$ cat src/rtl/fixedpoint_pkg.sv
// Shared types and helpers for the signed fixed-point add/sub datapath.
// Saturation constants are built here so every width uses the same definition.
package fixedpoint_pkg;

    // Operation select carried alongside each transaction.
    typedef enum logic {
        OP_ADD = 1'b0,
        OP_SUB = 1'b1
    } fixedpoint_op_t;

    // Widest word the saturation helper can describe; callers slice the low bits.
    localparam int FP_MAX_W = 64;

    // Saturation bound for a signed word of 'width' bits:
    // negative=0 gives max (0 followed by ones), negative=1 gives min (1 followed by zeros).
    function automatic logic [FP_MAX_W-1:0] fp_sat_value(input int width, input logic negative);
        logic [FP_MAX_W-1:0] v;
        v = '0;
        for (int i = 0; i < FP_MAX_W; i++) begin
            if (i < width - 1) begin
                v[i] = ~negative;
            end else if (i == width - 1) begin
                v[i] = negative;
            end
        end
        return v;
    endfunction

endpackage

$ cat src/rtl/fixedpoint_pipe_stage.sv
// Generic valid/ready register slice.
// Handshake: a transfer happens on a rising edge where valid and ready are both 1.
// The slice loads whenever it is empty or its content is leaving this cycle, so a
// chain of slices runs at full rate; in_ready_o is combinational from out_ready_i.
module fixedpoint_pipe_stage #(
    parameter int WIDTH = 8
) (
    input  logic             clock_i,
    input  logic             reset_i,
    input  logic             in_valid_i,
    output logic             in_ready_o,
    input  logic [WIDTH-1:0] in_data_i,
    output logic             out_valid_o,
    input  logic             out_ready_i,
    output logic [WIDTH-1:0] out_data_o
);

    logic             valid_q, valid_d;
    logic [WIDTH-1:0] data_q, data_d;
    logic             load;

    // Next-state: take new content when empty or draining; data only moves with a valid beat.
    always_comb begin
        load    = !valid_q || out_ready_i;
        valid_d = valid_q;
        data_d  = data_q;
        if (load) begin
            valid_d = in_valid_i;
            if (in_valid_i) begin
                data_d = in_data_i;
            end
        end
    end

    // State register with synchronous clear of both valid and data.
    always_ff @(posedge clock_i) begin
        if (reset_i) begin
            valid_q <= 1'b0;
            data_q  <= '0;
        end else begin
            valid_q <= valid_d;
            data_q  <= data_d;
        end
    end

    assign in_ready_o  = load;
    assign out_valid_o = valid_q;
    assign out_data_o  = data_q;

endmodule

$ cat src/rtl/fixedpoint_addsub.sv
// Signed fixed-point adder/subtractor, Q(wholeWidth).(fractionWidth), two-stage
// valid/ready pipeline. Stage 1 holds the W+1-bit sum, stage 2 holds result+overflow.
// Optional build macro FIXEDPOINT_SATURATE_EN clamps overflowed results to max/min;
// without it results wrap modulo 2^W. Overflow is flagged in both builds.
module fixedpoint_addsub
    import fixedpoint_pkg::*;
#(
    parameter  int wholeWidth    = 4,
    parameter  int fractionWidth = 4,
    localparam int W             = wholeWidth + fractionWidth
) (
    input  logic         clock,
    input  logic         reset,
    input  logic         in_valid,
    output logic         in_ready,
    input  logic         in_op,
    input  logic [W-1:0] valueOne,
    input  logic [W-1:0] valueTwo,
    output logic         out_valid,
    input  logic         out_ready,
    output logic [W-1:0] result,
    output logic         overflow
);

    fixedpoint_op_t op;
    logic [W:0]     a_ext, b_ext, b_eff, cin, sum;
    logic           s1_valid, s1_ready, s2_ready;
    logic [W:0]     s1_data;
    logic           ovf_next;
    logic [W-1:0]   res_next;
    logic [W:0]     s2_data;

    assign op = fixedpoint_op_t'(in_op);

    // Full-word sign-extended add; subtraction is A + ~B + 1 so borrow crosses the binary point.
    always_comb begin
        a_ext = {valueOne[W-1], valueOne};
        b_ext = {valueTwo[W-1], valueTwo};
        b_eff = b_ext;
        cin   = '0;
        if (op == OP_SUB) begin
            b_eff  = ~b_ext;
            cin[0] = 1'b1;
        end
        sum = a_ext + b_eff + cin;
    end

    fixedpoint_pipe_stage #(.WIDTH(W + 1)) u_stage1 (
        .clock_i     (clock),
        .reset_i     (reset),
        .in_valid_i  (in_valid),
        .in_ready_o  (s1_ready),
        .in_data_i   (sum),
        .out_valid_o (s1_valid),
        .out_ready_i (s2_ready),
        .out_data_o  (s1_data)
    );

    assign ovf_next = s1_data[W] ^ s1_data[W-1];

`ifdef FIXEDPOINT_SATURATE_EN
    logic [FP_MAX_W-1:0] sat_full;

    // Clamp toward the sign of the true (extended) sum when it does not fit in W bits.
    always_comb begin
        sat_full = fp_sat_value(W, s1_data[W]);
        res_next = s1_data[W-1:0];
        if (ovf_next) begin
            res_next = sat_full[W-1:0];
        end
    end
`else
    // Wrap: keep the low W bits of the extended sum.
    always_comb begin
        res_next = s1_data[W-1:0];
    end
`endif

    fixedpoint_pipe_stage #(.WIDTH(W + 1)) u_stage2 (
        .clock_i     (clock),
        .reset_i     (reset),
        .in_valid_i  (s1_valid),
        .in_ready_o  (s2_ready),
        .in_data_i   ({ovf_next, res_next}),
        .out_valid_o (out_valid),
        .out_ready_i (out_ready),
        .out_data_o  (s2_data)
    );

    assign in_ready = s1_ready;
    assign result   = s2_data[W-1:0];
    assign overflow = s2_data[W];

endmodule

$ cat config.mk
export PLATFORM = sky130hd
export DESIGN_NAME = fixedpoint_addsub
export DESIGN_NICKNAME = d
export VERILOG_FILES = /design/src/rtl/fixedpoint_pkg.sv /design/src/rtl/fixedpoint_pipe_stage.sv /design/src/rtl/fixedpoint_addsub.sv
export SDC_FILE = /design/constraint.sdc
export NUM_CORES = 1
export LEC_CHECK = 0
export ABC_CLOCK_PERIOD_IN_PS = 2500
export BUFFER_PORTS_ARGS = -buffer_cell sky130_fd_sc_hd__buf_2
export CAP_MARGIN = 25
export CORE_ASPECT_RATIO = 1.75
export CORE_MARGIN = 2
export CORE_UTILIZATION = 40
export CTS_CLUSTER_SIZE = 12
export DETAILED_ROUTE_END_ITERATION = 12
export GPL_TIMING_DRIVEN = 1
export SLEW_MARGIN = 10
export SYNTH_ARGS = -nofsm -noshare
export SYNTH_HDL_FRONTEND = slang
export SYNTH_HIERARCHICAL = 1
export SYNTH_SLANG_ARGS = --single-unit
$ cat constraint.sdc
create_clock -name clock -period 2.5 [get_ports clock]
set_clock_uncertainty 0.2 [all_clocks]
set_input_delay 0.125 -clock clock [delete_from_list [all_inputs] [get_ports clock]]
set_output_delay 0.125 -clock clock [all_outputs]
set_load 0.02 [all_outputs]
# After elaboration in Yosys (flattened, before gate mapping)
# Cells that the tools add are included.
# op_classes
add_sub_neg,2
mux,2
bitwise_logic,2
reduce_logical,6
# op_table
op,n
9-bit by 1-bit adder with 9-bit output,1
9-bit adder,1
9-bit 2-to-1 mux,1
9-bit NOT,1
2-bit AND reduction,2
1-bit logical NOT,2
1-bit logical OR,2
1-bit 2-to-1 mux,1
1-bit bitwise XOR,1
# totals
reg_bits,20
input_bits,21
output_inout_bits,11

# Depth between registers and ports, before layout
# depth
depth_word,4
ltp_mapped,10

# Cells and area by module
# Netlist, hierarchy kept.
# by_module_without_submodules
module,n_inst,cells_per_inst,area_each_um2
fixedpoint_pipe_stage,2,45,470.5
fixedpoint_addsub,1,52,406.6

# Least setup slack after synthesis
# OpenSTA, ideal clock, no wires.
# synth_timing
path_type,input port to flip-flop
startpoint,input in_op
endpoint,register u_stage1.data_q[6] (netlist: u_stage1/out_data_o[6])
setup_time_ps,68
arrival_time_ps,1582
path_slack_ps,650
cell_stages,10
n_path_buf,1
cell_sequence,buf_6 -> xor2_1 -> inv_1 -> fa_1 -> nor2b_1 -> o311ai_1 -> nand2_1 -> xor2_1 -> nand3_1 -> a21oi_2
# synth_via
elab_chain_cells,3
word_cells_on_any_way,4
# synth_lines
element,line,source
from (decl),fixedpoint_addsub.sv:16,"input logic in_op,"
9-bit 2-to-1 mux,fixedpoint_addsub.sv:41,if (op == OP_SUB) begin
9-bit adder,fixedpoint_addsub.sv:45,sum = a_ext + b_eff + cin;
9-bit by 1-bit adder with 9-bit output (*),fixedpoint_addsub.sv:45,
net sum[6],fixedpoint_addsub.sv:26,"logic [W:0] a_ext, b_ext, b_eff, cin, sum;"
to (signal assigned),fixedpoint_pipe_stage.sv:42,data_q <= data_d;
to (decl),fixedpoint_pipe_stage.sv:19,"logic [WIDTH-1:0] data_q, data_d;"
# Mark *: on every way through the listed nets, which the timed path passes. The rest lies on a longest branch.
# A chain may end at the register's enable or synchronous reset.

# Worst setup path in the final report
# Ends and elaborated chain as after synthesis.

==> results.txt <==
* Placeable core region: 3180 sq um
- Quantity of gates resized following cts: 0
- Nets: a little under 200
* Number of port buffers: 31
- Dividing the detail-routed via count by the number of cells gives 5.04.
- In this run the core area contains 27 standard-cell rows.
- Y dimension of the die: 80.8 microns
- The initial utilization of the core area, before any placement, comes to roughly 42%.
- Endpoints failing setup: 0
- Count of maximum capacitance violations: 0
- The die covers 3870 sq um.
- Critical Path Start Type: primary input
- Entering global routing, the biggest net connects 21 pins.
- Net count of the mapped netlist: 171
- The worst setup path is captured at a flip-flop.
* Via count: 1059
* Slack of the worst reg-to-reg path: 1.05 ns
- Sequential elements use 29.7% of the synthesized area.
- The worst path meets setup with 0.644 ns of slack.
- CP arrival: 1.84 ns
- Setup TNS: 0 ns
* Synthesis Warnings: 6
* Die Width: roughly 48 microns
* RSZ-0062 raised after global routing: false
- The worst register-to-register path ends at u_stage1/out_data_o[2]$_SDFFE_PP0P_.
* DP Wirelength: 1730 microns
* Average cell area after synthesis: 9.49 sq um
* Cells after synthesis: approximately 140
* Count of hold-fix buffers inserted at cts: 0
- At the end of routability-driven placement, the weighted congestion stood at just over 0.7.
- Count of TritonRoute iterations in the first routing pass: 4
- CP required: 2.49 ns
- The worst setup path is of the primary input to flip-flop kind.
- Initial detailed-routing violation count: 27
* Wire length of the first global-routing pass: 3890 microns
* Highest clock frequency the design can meet: 539 MHz
- The post-route netlist has 35.3% of its cells at a drive strength greater than 1.
* Count of cells along the worst register-to-register path: 4
- At the placement stage, the worst setup path has a slack of 0.362 ns.
- Worst slew margin relative to its limit: 64.1%
- Vias in the first global route: roughly 940
- CTS built an H-tree with a depth of 1.
- Status: finished clean
* Sequential cell area: around 400 sq um
- The startpoint identified for the worst hold timing path is valueOne[0].
- Power per Cell Area: 547 nW/um^2
- Area Overhead vs Synth: 14.3%
- Least-Margin Pin Slew: 0.539 ns
- Number of buffers on the longest clock path: 2
* Final hold violation count: 0
- Summed over all cells, the static leakage comes to 0.659 nW.
- Count of antenna-violating nets left after detailed routing: 0
* Sink Count: 20
- Hold Path Sink: u_stage1/out_data_o[0]$_SDFFE_PP0P_
- Ports placed on the boundary: 32
* Max rail drop VDD: between 150 and 200 uV
- The library cell used most frequently in the layout, excluding fill and tap cells, is sky130_fd_sc_hd__buf_2.
- Total routing resource utilization after global routing: 13.4%
- Share of the clock period used by the worst path after layout: 74.2%
- The design draws 0.000842 W.
- Sum of overflow across all layers after global routing: 0
* Number of antenna violations at the first check in global routing: 0
- The top cell types in the final layout, fill and taps aside, are sky130_fd_sc_hd__buf_2 (31), sky130_fd_sc_hd__a21oi_2 (20), sky130_fd_sc_hd__dfxtp_1 (20), sky130_fd_sc_hd__nand3_1 (18), sky130_fd_sc_hd__a21bo_1 (18).
* Count of filler cells inserted in the layout: 347
* Clock network latency to the later pin of the worst-skew pair: 0.25 ns
- TritonCTS built the clock tree.
- Post-CTS timing repair inserted 0 buffers for setup.
- TritonCTS created 3 clock buffers.
- The netlist uses 26 different library cells.
- Fin. max-slew vios: 0
- Summing every instance area after synthesis gives 1350 sq um.
* Final Routed Wirelength: roughly 2300 microns
- The repair_antennas step left the layout with diodes totalling 0.
- The startpoint identified for the worst register-to-register timing path is u_stage2/out_valid_o$_SDFFE_PP0P_.
- In this run the worst path has a maximum fanout of 8.
* DR DRC count: 0
- The worst hold path passes through 4 cells.
- Period minus WS final: roughly 1.9 ns
- The tightest min-delay check is of the primary input to flip-flop type.
- Clock tree root buffer cell: sky130_fd_sc_hd__clkbuf_8
- Clock Pin Slew Worst Setup and Hold Paths: 0.07 ns
- Routed wire per std cell: 11.1 microns
* Synth Register Bits: 20
* Footprint of the multi-input gates: 842 sq um
state kept, by name, indices dropped and copies added (netlist names):
signal                flops
u_stage1/out_data_o       9
u_stage2/out_data_o       9
u_stage1/out_valid_o      1
u_stage2/out_valid_o      1
cell usage after synthesis, drive strengths merged:
master  instances  area share [%]
a31oi           1            0.46
o311ai          1            0.65
nor2b           1            0.46
mux2i           1             1.0
o211ai          1            0.56
nand2           4             1.1
nand3          18             6.7
a21oi          27              16
o21ai           2            0.74
buf             9             5.1
a21bo          18              13
inv             7             2.0
o21a            2             1.1
nor2            2            0.56
clkbuf          2            0.74
ha              7             6.5
nor3            1            0.37
nand2b          2             2.0
dfxtp          20              30
xnor2           4             2.6
fa              1             1.5
xor2           11             7.1
worst max-delay path by stage:
stage	endpoint	slack, ns	depth (start not counted)	start
after floorplan	u_stage1/out_data_o[6]$_SDFFE_PP0P_	0.65	10	in_op
after global placement	u_stage1/out_data_o[6]$_SDFFE_PP0P_	0.44	10	in_op
after detailed placement	u_stage1/out_data_o[6]$_SDFFE_PP0P_	0.36	10	in_op
after CTS	u_stage1/out_data_o[6]$_SDFFE_PP0P_	0.63	10	in_op
after global routing	u_stage1/out_data_o[8]$_SDFFE_PP0P_	0.48	9	in_op
final	u_stage1/out_data_o[6]$_SDFFE_PP0P_	0.64	10	in_op
cells by family after synthesis:
group	Yosys count	synth area share [%]
and+or+nand+nor	28	11.2
muxes	1	1.02
xor gates and xnor gates	15	9.75
buffers and inverters	18	7.80
AOI/OAI and AO/OA	52	32.5
adders and majority gates	8	7.98
DFF	20	29.7
area by class of cell:
class / instances / share of cell area (%)
inverters: 7 / 1.71
well taps: 43 / 3.49
clock buffers: 4 / 3.57
flip-flops and latches: 20 / 26.0
multi-input cells: 104 / 54.7
repair buffers: 32 / 10.6
layer usage:
layer	wire (microns)	global-route usage, %	vias up
met5	0	0	-
li1	-	-	548
met4	28	7.30	0
met2	1160	22.1	29
met3	110	1.33	2
met1	1030	16.1	480
critical path, stage by stage:
cell and delay [ns]:
sky130_fd_sc_hd__buf_2 0.21, sky130_fd_sc_hd__xor2_1 0.22, sky130_fd_sc_hd__inv_1 0.08, sky130_fd_sc_hd__fa_1 0.44, sky130_fd_sc_hd__nor2b_1 0.17, sky130_fd_sc_hd__o311ai_1 0.11, sky130_fd_sc_hd__nand2_1 0.11, sky130_fd_sc_hd__xor2_1 0.15
sky130_fd_sc_hd__nand3_1 0.10, sky130_fd_sc_hd__a21oi_2 0.12
where the power goes:
part	internal [W]	switching, W	total [W]	leakage [nW]
Combinational	0.000115	0.000131	0.000246	0.467
Sequential	0.000343	0.0000131	0.000357	0.164
Clock	0.000140	0.0000994	0.000239	0.0288
metrics by stage:
step           hold slack (ns)  cell area [sq um]  std cells  util (%)
2_1_floorplan            0.147               1350        142         -
3_3_place_gp             0.267               1490        206      46.8
3_5_place_dp             0.274               1490        206      46.8
4_1_cts                 0.0110               1540        210      48.5
5_1_grt                 0.0294               1540        210      48.5
6_report                0.0175               1540        210      48.5
(Power assumes the default switching activity.)
